$ cat src/rtl/uc_multiciclo.sv
// uc_multiciclo: multi-cycle control unit (FETCH/EXEC with single-step wait and halt) plus retired-instruction counter
module uc_multiciclo #(
  parameter logic RESET_PC_EN = 1'b0
) (
  input  logic        clk,
  input  logic        reset,
  input  logic [5:0]  opcode,
  input  logic        zero,
  input  logic        step_mode,
  input  logic        step,
  output logic        s_inc,
  output logic        s_inm,
  output logic        we,
  output logic        wez,
  output logic [2:0]  alu_op,
  output logic        pc_en,
  output logic        ir_en,
  output logic        halted,
  output logic [15:0] instret
);
  typedef enum logic [1:0] {FETCH, WAIT, EXEC, HALT} state_t;
  state_t      r_state, w_next;
  logic [15:0] r_instret;
  logic        w_halt_op;
  assign w_halt_op = opcode == 6'h3f;
  assign instret   = r_instret;
  always_ff @(posedge clk) begin
    if (reset) begin
      r_state   <= FETCH;
      r_instret <= '0;
    end else begin
      r_state <= w_next;
      if (r_state == EXEC && !w_halt_op) r_instret <= r_instret + 16'd1;
    end
  end
  always_comb begin
    w_next = r_state;
    s_inc  = 1'b1;
    s_inm  = 1'b0;
    we     = 1'b0;
    wez    = 1'b0;
    alu_op = 3'b000;
    pc_en  = 1'b0;
    ir_en  = 1'b0;
    halted = 1'b0;
    case (r_state)
      FETCH: begin
        ir_en  = 1'b1;
        pc_en  = RESET_PC_EN;
        w_next = (step_mode && !step) ? WAIT : EXEC;
      end
      WAIT: w_next = (step || !step_mode) ? EXEC : WAIT;
      EXEC: begin
        pc_en  = !w_halt_op;
        w_next = w_halt_op ? HALT : FETCH;
        casez (opcode)
          6'b00????: begin
            alu_op = opcode[2:0];
            we     = 1'b1;
            wez    = 1'b1;
          end
          6'b01????: begin
            s_inm = 1'b1;
            we    = 1'b1;
          end
          6'b100000: s_inc = 1'b0;
          6'b100001: s_inc = ~zero;
          6'b100010: s_inc = zero;
          default: ;
        endcase
      end
      HALT: halted = 1'b1;
      default: w_next = FETCH;
    endcase
  end
endmodule
$ cat config.mk
export PLATFORM = sky130hd
export DESIGN_NAME = uc_multiciclo
export DESIGN_NICKNAME = d
export VERILOG_FILES = /design/src/rtl/uc_multiciclo.sv
export SDC_FILE = /design/constraint.sdc
export NUM_CORES = 1
export LEC_CHECK = 0
export CORE_ASPECT_RATIO = 1.5
export CORE_MARGIN = 5
export CORE_UTILIZATION = 44
export DETAILED_ROUTE_END_ITERATION = 6
export GPL_TIMING_DRIVEN = 1
export PLACE_DENSITY = 0.79
export SLEW_MARGIN = 5
export SYNTH_ARGS = -nofsm -noshare
export SYNTH_HDL_FRONTEND = slang
export SYNTH_SLANG_ARGS = --single-unit
$ cat constraint.sdc
create_clock -name clk -period 1.87 [get_ports clk]
set_input_delay 0.2805 -clock clk [delete_from_list [all_inputs] [get_ports clk]]
set_output_delay 0.2805 -clock clk [all_outputs]
set_load 0.01 [all_outputs]
Word-level counts from Yosys, hierarchy flattened. Cells that the tools add are included.

Bits in registers: 18. Memories kept: 0. Bits in read-only memories: 0. Input port bits: 11. Latch bits: 0. Output and inout bits: 26. RAM bits: 0.

$add $sub $neg: 1. Magnitude comparators: 0. Equal/unequal tests: 8. Reduce and logical (&&, ||, !) cells: 10. Multiplexer cells: 17. Shift-type cells: 0. Bitwise gates (word level): 1. Multiply operators: 0. Divide/modulo/power cells: 0.

Operators by type and width (number): $eq A6 B6 Y1 const B (4); $add A16 B1 Y16 const B (1); $mux W1 (10); $mux W2 (3); $mux W3 (2); $pmux W2 S3 (1); $eq A2 B1 Y1 const B (2); $eq A2 B2 Y1 const B (2); $logic_not A2 Y1 (2); $logic_not A1 Y1 (3); $pmux W1 S3 (1); $reduce_bool A3 Y1 (1); $logic_and A1 B1 Y1 (2); $reduce_or A2 Y1 (1); $logic_or A1 B1 Y1 (1); $not A1 Y1 (1).

Longest topological paths before layout.
Word-level depth: 4. Mapped depth: 7. Depth with buffers taken out: 6.

Worst setup path after synthesis. OpenSTA, ideal clock, no wires.

Path kind: reg2out. Start: register r_state[0]. End: output port alu_op[0]. Cell stages (with the launch flop): 7. Data arrival time: 1.470 ns. Path buffers: 1. Path slack: 0.120 ns. Cell sequence: dfxtp_1 -> inv_1 -> ha_1 -> buf_4 -> nor2b_1 -> nor2b_1 -> and2_1.

Cells in the longest elaborated chain, start to end: 2.

Ends and longest elaborated chain: from (decl) (line 22) `state_t r_state, w_next;`; from (signal assigned) (line 32) `r_state <= w_next;`; $eq A2 B2 Y1 (line 46) `case (r_state)`; $mux W3 (line 46); to (decl) (line 15) `output logic [2:0] alu_op,`.

Every way passes these cells.

Worst setup path after layout.
Start: register r_state[0]. End: output port s_inm.

Cells in the longest elaborated chain, start to end: 2.

Ends and longest elaborated chain: $eq A2 B2 Y1 (line 46); $mux W1 (line 46); to (decl) (line 12) `output logic s_inm,`.

Every way passes these cells.

==> impl_metrics.json <==
{
  "numClockSinks": 18,
  "numCtsBuffers": 3,
  "rrSetupSlack_ns": 0.09,
  "synth_top_area_share_pct": 34.9,
  "clockRootBuffer": "clkbuf_4",
  "wl_um": 2720,
  "rsz0062_at_grt": "no",
  "ios": 37,
  "tightest_slew_ns": 0.345,
  "yosysWarnings": 0,
  "placed_area_mm2": 0.00152,
  "fmax_mhz": 557,
  "syn-cell-area_mm2": 0.00103,
  "startpoint_type": "flip-flop",
  "drcViolationCount": 0,
  "fin_crit_sh_pct": 95.9,
  "synth.area.top_cells": "dfxtp_1 (35%), ha_1 (7.3%), xor2_1 (4.2%)",
  "fp-row-count": 21,
  "postSynthAreaPerCell_um2": 9.05,
  "status": "finished, final reports clean",
  "crit_chain": "inv_1 -> ha_2 -> nor2b_4 -> buf_4 -> and2_1 -> clkdlybuf4s15_1",
  "drv_cap": 0,
  "insertion_delay_ns": 0.30,
  "gp_congestion": 0.816,
  "hp-class": "flip-flop to flip-flop",
  "ant_nets": 0,
  "synthesis.nets": 131,
  "rr_worst_depth": 7,
  "cp.required_ns": 1.59,
  "critPathMaxFanout": 2,
  "grt_first_pass_wirelength_um": 4510,
  "finalNetCount": 184,
  "numPortBuffers": 36,
  "drt_iter0_markers": 21,
  "slowest_stage": "dfxtp_2",
  "clock_skew_ns": 0.0117,
  "grt_pass1_vias": 1103,
  "crit_path_end_kind": "output pin",
  "fill_cells": 192,
  "final_cell_area_mm2": 0.00158,
  "synthCells": 114,
  "hold_viol_final": 0,
  "cts_tree": "done",
  "die_h_um": 69.3,
  "viasPerCell": 5.71,
  "grt_max_degree": 12,
  "crit_end": "s_inm",
  "p_per_area_mw_per_mm2": 526,
  "reg2reg_from": "r_state[0]",
  "vias": 1079,
  "power.ir.vdd_worst_mv": 0.425,
  "clockBufferDepth": 2,
  "path_buf_inv": 3,
  "relSlewSlack_pct": 76.9,
  "die_area_mm2": 0.00343,
  "ys_seq_elements": 18,
  "antenna_found_initial": 0,
  "antenna_cells": 0,
  "htree_levels": 1,
  "post-place-ws_ns": -0.353,
  "die_w_um": 49.5,
  "totalPowerFinal_mw": 0.829,
  "min_from": "instret[15]",
  "worstPathArrival_ns": 1.51,
  "setup_violations": 0,
  "drive_gt1_share_pct": 22.3,
  "worst-path-stages": 6,
  "hold_ws_ns": 0.498,
  "multi_input_area_um2": 672,
  "slew_viol_final": 0,
  "overflow": 0,
  "synth_largest_area_cell": "dfxtp_1",
  "register_area_um2": 362,
  "first_pass_iters": 4,
  "leakagePower_nw": 0.617,
  "slowest_delay_ns": 0.34,
  "core_mm2": 0.00223,
  "wl_per_cell_um": 14.4,
  "yosys.cell_types.count": 36,
  "post_cts_buffers": 0,
  "critPathKind": "flip-flop to output pin",
  "period_needed_ns": 1.79,
  "clk_pin_slew_ns": 0.12,
  "start_util_pct": 46.2,
  "synth-seq-area-share_pct": 34.9,
  "finalWorstSetupSlack_ns": 0.0758,
  "area_growth_pct": 52.6,
  "crit_family": "buffers and inverters",
  "hpwl_um": 2190,
  "timing.rr.end": "instret[15]",
  "critPathLaunch": "r_state[0]",
  "track_usage_pct": 15.9
}
## cells in the mapped netlist
cell type / number
a2111oi_2: 1
a211oi_1: 1
a21oi_1: 8
a221oi_1: 2
a31o_2: 1
a41oi_1: 1
and2_1: 5
and2_2: 1
and4_1: 2
and4_4: 2
buf_1: 1
buf_4: 1
clkbuf_1: 1
dfxtp_1: 18
ha_1: 6
inv_1: 4
mux2i_1: 2
nand2_1: 4
nand2_4: 1
nand2b_1: 2
nand3_1: 4
nand3b_1: 1
nand4_1: 5
nor2_1: 10
nor2b_1: 2
nor4b_1: 1
o2111ai_1: 1
o211ai_1: 3
o21ai_0: 4
o21ai_4: 1
o31ai_1: 4
or3_1: 1
or4_1: 4
or4b_1: 1
xnor2_1: 3
xor2_1: 5
## layer usage
layer	vias up	part of all wire, %	track usage, %
met5	-	0	0
met4	0	2.7	7.58
met3	9	3.5	3.23
met2	19	55	29.2
met1	518	39	16.2
li1	533	-	-
## cell usage in the layout (no fill, tap or decap), types with 3 or more instances in the layout
cell type / count
a21oi_1: 8
and2_1: 4
buf_4: 14
clkbuf_4: 3
clkdlybuf4s50_1: 26
dfxtp_1: 17
dlygate4sd2_1: 3
ha_1: 5
inv_1: 4
nand2_1: 4
nand3_1: 4
nand4_1: 5
nor2_1: 10
o211ai_1: 3
o21ai_0: 3
o31ai_1: 4
or4_1: 4
xnor2_1: 3
xor2_1: 5
## timing repair
action,4_1_cts,5_1_grt
hold buffers,0,0
gates resized for setup,26,9
gates cloned,0,0
pin swaps,0,0
endpoints found under the setup margin,8,6
## worst register-to-register path: stages (launching register included)
cell     delay (ns)
dfxtp_2        0.34
inv_1          0.06
ha_2           0.19
buf_6          0.13
and4_4         0.26
o21ai_4        0.09
or4_1          0.48
a21oi_1        0.16
## kinds of logic after synthesis
logic type,synth area share [%]
DFF,34.9
xor gates and xnor gates,6.79
muxes,1.94
adders and majority gates,7.27
buffers and inverters,2.91
AOI/OAI and AO/OA,18.9
and+or+nand+nor,27.3
## metrics by stage
step | TNS [ns] | std cells | util (%)
finish | 0 | 189 | 70.5
floorplan | 0 | 114 | -
global route | 0 | 189 | 70.5
detailed placement | -1.62 | 185 | 68.0
CTS | 0 | 189 | 70.2
global placement | -0.820 | 185 | 68.0
## how the worst min path moves through the flow
stage | to | cells past startpoint | slack [ns]
final | instret[15] | 2 | 0.50
after global routing | instret[15] | 2 | 0.52
after CTS | instret[15] | 2 | 0.50
after detailed placement | instret[15] | 2 | 0.49
after global placement | instret[15] | 2 | 0.46
after floorplan | r_state[0] | 2 | 0.46
## power by group
group          internal, mW  switching (mW)
clock network         0.119           0.128
registers             0.394         0.00871
logic                0.0989          0.0806
## registers in the layout (all words and copies together) (netlist names)
signal / count
instret: 16
r_state: 2
## cell type report
cell class,instances,share of cell area [%]
multi-input combinational,89,42.7
tap,23,1.83
clock buffer,4,2.30
timing repair buffer,51,29.3
inverter,4,0.953
sequential,18,23.0
No activity file was read; power rests on OpenSTA's default activity.
